[src/rtl/isqrt_share_arb_pkg.sv]
// Shared widths, limits and tag type for the isqrt share arbiter.
package isqrt_share_arb_pkg;

    localparam int unsigned ARG_W     = 32;
    localparam int unsigned RES_W     = 16;
    localparam int unsigned N_REQ_MAX = 8;
    localparam int unsigned IDX_W     = $clog2(N_REQ_MAX);

    // One tag-pipe stage: valid plus the requester index that issued it.
    typedef struct packed {
        logic             vld;
        logic [IDX_W-1:0] idx;
    } tag_t;

endpackage

[src/rtl/isqrt_share_rr_pick.sv]
// Combinational one-hot priority picker.
// ISQRT_SHARE_ARB_RR_EN defined: search starts at ptr and wraps around.
// ISQRT_SHARE_ARB_RR_EN undefined: fixed priority, lowest index wins, ptr ignored.
module isqrt_share_rr_pick
    import isqrt_share_arb_pkg::*;
#(
    parameter int unsigned N_REQ = 2
)
(
    input  logic [N_REQ-1:0] req,
    input  logic [IDX_W-1:0] ptr,
    output logic [N_REQ-1:0] gnt
);

`ifdef ISQRT_SHARE_ARB_RR_EN
    localparam int unsigned SEL_W = (N_REQ > 1) ? $clog2(N_REQ) : 1;

    // First valid requester at or after ptr, with wrap-around.
    always_comb begin
        logic [SEL_W-1:0] pos;
        logic             found;
        gnt   = '0;
        found = 1'b0;
        pos   = '0;
        for (int unsigned k = 0; k < N_REQ; k++) begin
            pos = SEL_W'((32'(ptr) + k) % N_REQ);
            if (!found && req[pos]) begin
                gnt[pos] = 1'b1;
                found    = 1'b1;
            end
        end
    end
`else
    logic unused_ptr;
    assign unused_ptr = ^ptr;

    // Isolate the lowest set request bit.
    always_comb begin
        gnt = req & (~req + N_REQ'(1));
    end
`endif

endmodule

[src/rtl/isqrt_share_arbiter.sv]
// Shares one fixed-latency pipelined isqrt between N_REQ requesters and routes
// each result back to its issuer via a latency-aligned tag pipe.
// Optional macro: ISQRT_SHARE_ARB_RR_EN selects round-robin over fixed priority.
module isqrt_share_arbiter
    import isqrt_share_arb_pkg::*;
#(
    parameter int unsigned N_REQ     = 2,
    parameter int unsigned ISQRT_LAT = 4
)
(
    input  logic                   clk,
    input  logic                   rst,
    input  logic [N_REQ-1:0]       req_vld,
    input  logic [N_REQ*ARG_W-1:0] req_x,
    output logic [N_REQ-1:0]       req_rdy,
    output logic [N_REQ-1:0]       rsp_vld,
    output logic [RES_W-1:0]       rsp_y,
    output logic                   isqrt_x_vld,
    output logic [ARG_W-1:0]       isqrt_x,
    input  logic                   isqrt_y_vld,
    input  logic [RES_W-1:0]       isqrt_y,
    output logic                   err
);

    logic [N_REQ-1:0] gnt;
    logic [IDX_W-1:0] ptr;
    logic [IDX_W-1:0] gnt_idx;
    logic [ARG_W-1:0] sel_x;
    logic             transfer;

    logic             isqrt_x_vld_q, isqrt_x_vld_d;
    logic [ARG_W-1:0] isqrt_x_q, isqrt_x_d;
    logic [IDX_W-1:0] issue_idx_q, issue_idx_d;

    tag_t             tag_q [ISQRT_LAT];
    tag_t             tag_out;

    logic [N_REQ-1:0] rsp_vld_q, rsp_vld_d;
    logic [RES_W-1:0] rsp_y_q, rsp_y_d;
    logic             err_q, err_d;
    logic             hit;
    logic             mismatch;

    isqrt_share_rr_pick #(
        .N_REQ (N_REQ)
    ) u_pick (
        .req (req_vld),
        .ptr (ptr),
        .gnt (gnt)
    );

`ifdef ISQRT_SHARE_ARB_RR_EN
    logic [IDX_W-1:0] prio_ptr_q, prio_ptr_d;

    // Pointer moves just past the requester that transferred.
    always_comb begin
        prio_ptr_d = prio_ptr_q;
        if (transfer) begin
            prio_ptr_d = IDX_W'((32'(gnt_idx) + 32'd1) % N_REQ);
        end
    end

    // Round-robin pointer register.
    always_ff @(posedge clk or negedge rst) begin
        if (!rst) begin
            prio_ptr_q <= '0;
        end else begin
            prio_ptr_q <= prio_ptr_d;
        end
    end

    assign ptr = prio_ptr_q;
`else
    assign ptr = '0;
`endif

    // Grant is suppressed while reset is held; a grant always implies a transfer.
    assign req_rdy  = rst ? gnt : '0;
    assign transfer = |req_rdy;

    // Encode the winner and select its argument.
    always_comb begin
        gnt_idx = '0;
        sel_x   = '0;
        for (int unsigned i = 0; i < N_REQ; i++) begin
            if (gnt[i]) begin
                gnt_idx = IDX_W'(i);
                sel_x   = req_x[i*ARG_W +: ARG_W];
            end
        end
    end

    // Issue stage next-state: argument and index hold when idle.
    always_comb begin
        isqrt_x_vld_d = transfer;
        isqrt_x_d     = isqrt_x_q;
        issue_idx_d   = issue_idx_q;
        if (transfer) begin
            isqrt_x_d   = sel_x;
            issue_idx_d = gnt_idx;
        end
    end

    // Issue stage registers.
    always_ff @(posedge clk or negedge rst) begin
        if (!rst) begin
            isqrt_x_vld_q <= 1'b0;
            isqrt_x_q     <= '0;
            issue_idx_q   <= '0;
        end else begin
            isqrt_x_vld_q <= isqrt_x_vld_d;
            isqrt_x_q     <= isqrt_x_d;
            issue_idx_q   <= issue_idx_d;
        end
    end

    // Tag pipe: tracks which requester owns each isqrt stage.
    always_ff @(posedge clk or negedge rst) begin
        if (!rst) begin
            for (int unsigned s = 0; s < ISQRT_LAT; s++) begin
                tag_q[s] <= '0;
            end
        end else begin
            tag_q[0] <= {isqrt_x_vld_q, issue_idx_q};
            for (int unsigned s = 1; s < ISQRT_LAT; s++) begin
                tag_q[s] <= tag_q[s-1];
            end
        end
    end

    assign tag_out  = tag_q[ISQRT_LAT-1];
    assign hit      = isqrt_y_vld & tag_out.vld;
    assign mismatch = isqrt_y_vld ^ tag_out.vld;

    // Return routing; a misaligned result is dropped and flagged.
    always_comb begin
        rsp_vld_d = '0;
        rsp_y_d   = rsp_y_q;
        err_d     = err_q | mismatch;
        for (int unsigned i = 0; i < N_REQ; i++) begin
            rsp_vld_d[i] = hit && (tag_out.idx == IDX_W'(i));
        end
        if (hit) begin
            rsp_y_d = isqrt_y;
        end
    end

    // Return and error registers.
    always_ff @(posedge clk or negedge rst) begin
        if (!rst) begin
            rsp_vld_q <= '0;
            rsp_y_q   <= '0;
            err_q     <= 1'b0;
        end else begin
            rsp_vld_q <= rsp_vld_d;
            rsp_y_q   <= rsp_y_d;
            err_q     <= err_d;
        end
    end

    assign isqrt_x_vld = isqrt_x_vld_q;
    assign isqrt_x     = isqrt_x_q;
    assign rsp_vld     = rsp_vld_q;
    assign rsp_y       = rsp_y_q;
    assign err         = err_q;

endmodule

[config.mk]
export PLATFORM = sky130hd
export DESIGN_NAME = isqrt_share_arbiter
export DESIGN_NICKNAME = d
export VERILOG_FILES = /design/src/rtl/isqrt_share_arb_pkg.sv /design/src/rtl/isqrt_share_rr_pick.sv /design/src/rtl/isqrt_share_arbiter.sv
export SDC_FILE = /design/constraint.sdc
export NUM_CORES = 1
export LEC_CHECK = 0
export ABC_AREA = 1
export CAP_MARGIN = 20
export CELL_PAD_IN_SITES_DETAIL_PLACEMENT = 0
export CELL_PAD_IN_SITES_GLOBAL_PLACEMENT = 2
export CORE_ASPECT_RATIO = 0.7
export CORE_UTILIZATION = 23
export DETAILED_ROUTE_END_ITERATION = 6
export PLACE_DENSITY = 0.84
export SLEW_MARGIN = 10
export SYNTH_ARGS = -nofsm -noshare
export SYNTH_HDL_FRONTEND = slang
export SYNTH_SLANG_ARGS = --single-unit
[constraint.sdc]
create_clock -name clk -period 3.22 [get_ports clk]
set_input_delay 0.644 -clock clk [delete_from_list [all_inputs] [get_ports clk]]
set_output_delay 0.644 -clock clk [all_outputs]
set_load 0.03 [all_outputs]
==> results.json <==
{
  "clkTransAtPathRegs_ns": 0.05,
  "r2r-start": "tag_out[3]$_DFF_PN0_",
  "cp-startpoint": "req_vld[0]",
  "drt_wl_total_um": 7680,
  "grt_pass1_wl_um": 12700,
  "synth_top_area_share": 0.561,
  "track_usage": 0.133,
  "core_um2": 11300,
  "grt-ovfl-total": 0,
  "nFillCells": 1125,
  "ys.flop_type": "dfrtp_1",
  "fmax_mhz": 425,
  "end_kind": "output port",
  "synth_fp_nets": 423,
  "grt_max_degree": 36,
  "layout-drive-gt1-share": 0.0566,
  "worstMarginPinSlew_ns": 0.848,
  "grt_antenna_before_repair": 0,
  "wl_per_cell_um": 12.2,
  "synth_seq_area_share": 0.561,
  "hold_class": "in -> async",
  "status": "complete, no violations",
  "place_inst": 614,
  "drc": 0,
  "numCtsBuffers": 9,
  "cap_violations": 0,
  "setup_viol": 0,
  "h-tree-depth": 3,
  "synthTopCellsByArea": "dfrtp_1 56%, nand2_1 29%, nand3_1 5.9%",
  "synth.avg_cell_area_um2": 8.07,
  "dpl.hpwl_um": 5480,
  "p_per_area_nw_per_um2": 553,
  "relSlewSlack": 0.433,
  "layout.cells.non_filler": 630,
  "syn2layout_area_growth_pct": 64.3,
  "p_leak_nw": 2.21,
  "die_x_um": 132,
  "finalNetCount": 558,
  "startpoint_type": "primary input",
  "synth.distinct_cells": 15,
  "arrival_ns": 1.71,
  "worstPathRequired_ns": 2.58,
  "synthArstFlopShare": 1.00,
  "syn-instance-count": 337,
  "drtIter0Drc": 113,
  "fin_crit_sh": 0.731,
  "synth.top_cells.by_count": "212 x nand2_1, 61 x dfrtp_1, 32 x nand3_1, 8 x buf_2, 7 x buf_6",
  "clockBufferDepth": 2,
  "via_per_inst": 4.01,
  "finalHoldViolCount": 0,
  "vias": 2525,
  "clock_latency_ns": 0.32,
  "cts_resized": 0,
  "die-area_um2": 12300,
  "worst_r2r_path_depth": 4,
  "crit_type": "in -> out",
  "synth_top_area_cell": "dfrtp_1",
  "ir_drop_mv": 0.246,
  "crit_path_max_fanout": 7,
  "ant_nets": 0,
  "syn-cell-area_um2": 2720,
  "fin_skew_ns": 0.00393,
  "reg2reg_to": "rsp_y[9]$_DFFE_PN0P_",
  "tns_ns": 0,
  "synth_seq_cells": 61,
  "finish.utilization": 0.397,
  "first_global_vias": 2576,
  "rsz0062_at_grt": "no",
  "io_buffers": 138,
  "rrSetupSlack_ns": 1.97,
  "cts_tree": "done",
  "slew_viol_final": 0,
  "cts_setup_buffers": 0,
  "floorplan.initialDensity": 0.242,
  "finalCriticalPeriod_ns": 2.35,
  "row_count": 32,
  "hold_buffers": 0,
  "cts_sinks": 61,
  "first_pass_iters": 4,
  "clockRootBuffer": "clkbuf_16",
  "gp_congestion": 0.726,
  "synth_warnings": 0,
  "yosysMostFrequentCell": "nand2_1",
  "synth-edff-count": 0,
  "io_pins": 139,
  "n_antenna_cell": 0,
  "die_y_um": 93.0
}
==> report_power, final <==
part           total (mW)  internal (mW)  switching (mW)
Sequential          0.910          0.861          0.0497
Combinational       0.622          0.282           0.341
Clock               0.940          0.617           0.323
Total                2.47           1.76           0.713
==> how the worst max path moves through the flow <==
stage | end | slack [ns] | cells after the start
finish | req_rdy[1] | 0.87 | 5
global route | req_rdy[1] | 0.79 | 5
CTS | req_rdy[1] | 0.84 | 5
detailed placement | isqrt_x[11]$_DFFE_PN0P_ | 0.82 | 4
global placement | req_rdy[1] | 0.83 | 5
floorplan | req_rdy[1] | 1.12 | 5
==> flip-flops by register name (all words and copies together) (netlist names) <==
| name | cells |
|---|---|
| isqrt_x_vld | 1 |
| err | 1 |
| tag_q | 6 |
| tag_out | 2 |
| rsp_y | 16 |
| issue_idx_q | 1 |
| isqrt_x | 32 |
| rsp_vld | 2 |
==> worst max-delay path, stage by stage <==
cell,delay [ns]
clkdlybuf4s50_1,0.70
inv_2,0.07
nand2_1,0.08
nor2_1,0.05
buf_4,0.16
==> metrics by stage <==
| stage | power [mW] | instance area, um^2 | hold WS [ns] | worst slack [ns] |
|---|---|---|---|---|
| 6_report | 2.47 | 4470 | 0.273 | 0.867 |
| 5_1_grt | 2.60 | 4470 | 0.313 | 0.788 |
| 4_1_cts | 2.51 | 4470 | 0.284 | 0.837 |
| 3_5_place_dp | 1.55 | 4170 | 0.335 | 0.819 |
| 3_3_place_gp | 1.55 | 4170 | 0.333 | 0.830 |
| 2_1_floorplan | 1.23 | 2720 | 0.331 | 1.12 |
==> layout make-up <==
class,count,area [um^2],area share
sequential,61,1530,0.342
timing repair buffer,144,1420,0.318
multi-input combinational,251,1020,0.228
clock buffer,12,246,0.0552
tap,153,191,0.0428
clock inverter,4,47.5,0.0106
inverter,5,18.8,0.00420
==> kinds of logic (layout without fill, tap and decap cells) <==
group,after synthesis,in the layout,share of synthesized area
buffers and inverters,25,165,0.0644
and+or+nand+nor,247,247,0.356
DFF,61,61,0.561
AOI/OAI and AO/OA,3,3,0.0133
adders and majority gates,1,1,0.00460
==> per-layer routing <==
layer	global-route usage	vias to the layer above	wire, um
met5	0	-	0
met4	0.0504	0	94
met3	0.0569	9	642
met2	0.208	98	3350
met1	0.164	1120	3600
li1	-	1298	-
==> cell usage in the layout, fill, tap and decap left out, types with 2 or more instances in the layout <==
| cell | n |
|---|---|
| clkdlybuf4s50_1 | 135 |
| clkbuf_16 | 9 |
| buf_4 | 9 |
| nor2_1 | 2 |
| clkbuf_1 | 2 |
| nand3_1 | 32 |
| nand2_1 | 212 |
| clkinv_2 | 2 |
| inv_1 | 3 |
| dfrtp_1 | 61 |
(Power assumes the default switching activity.)
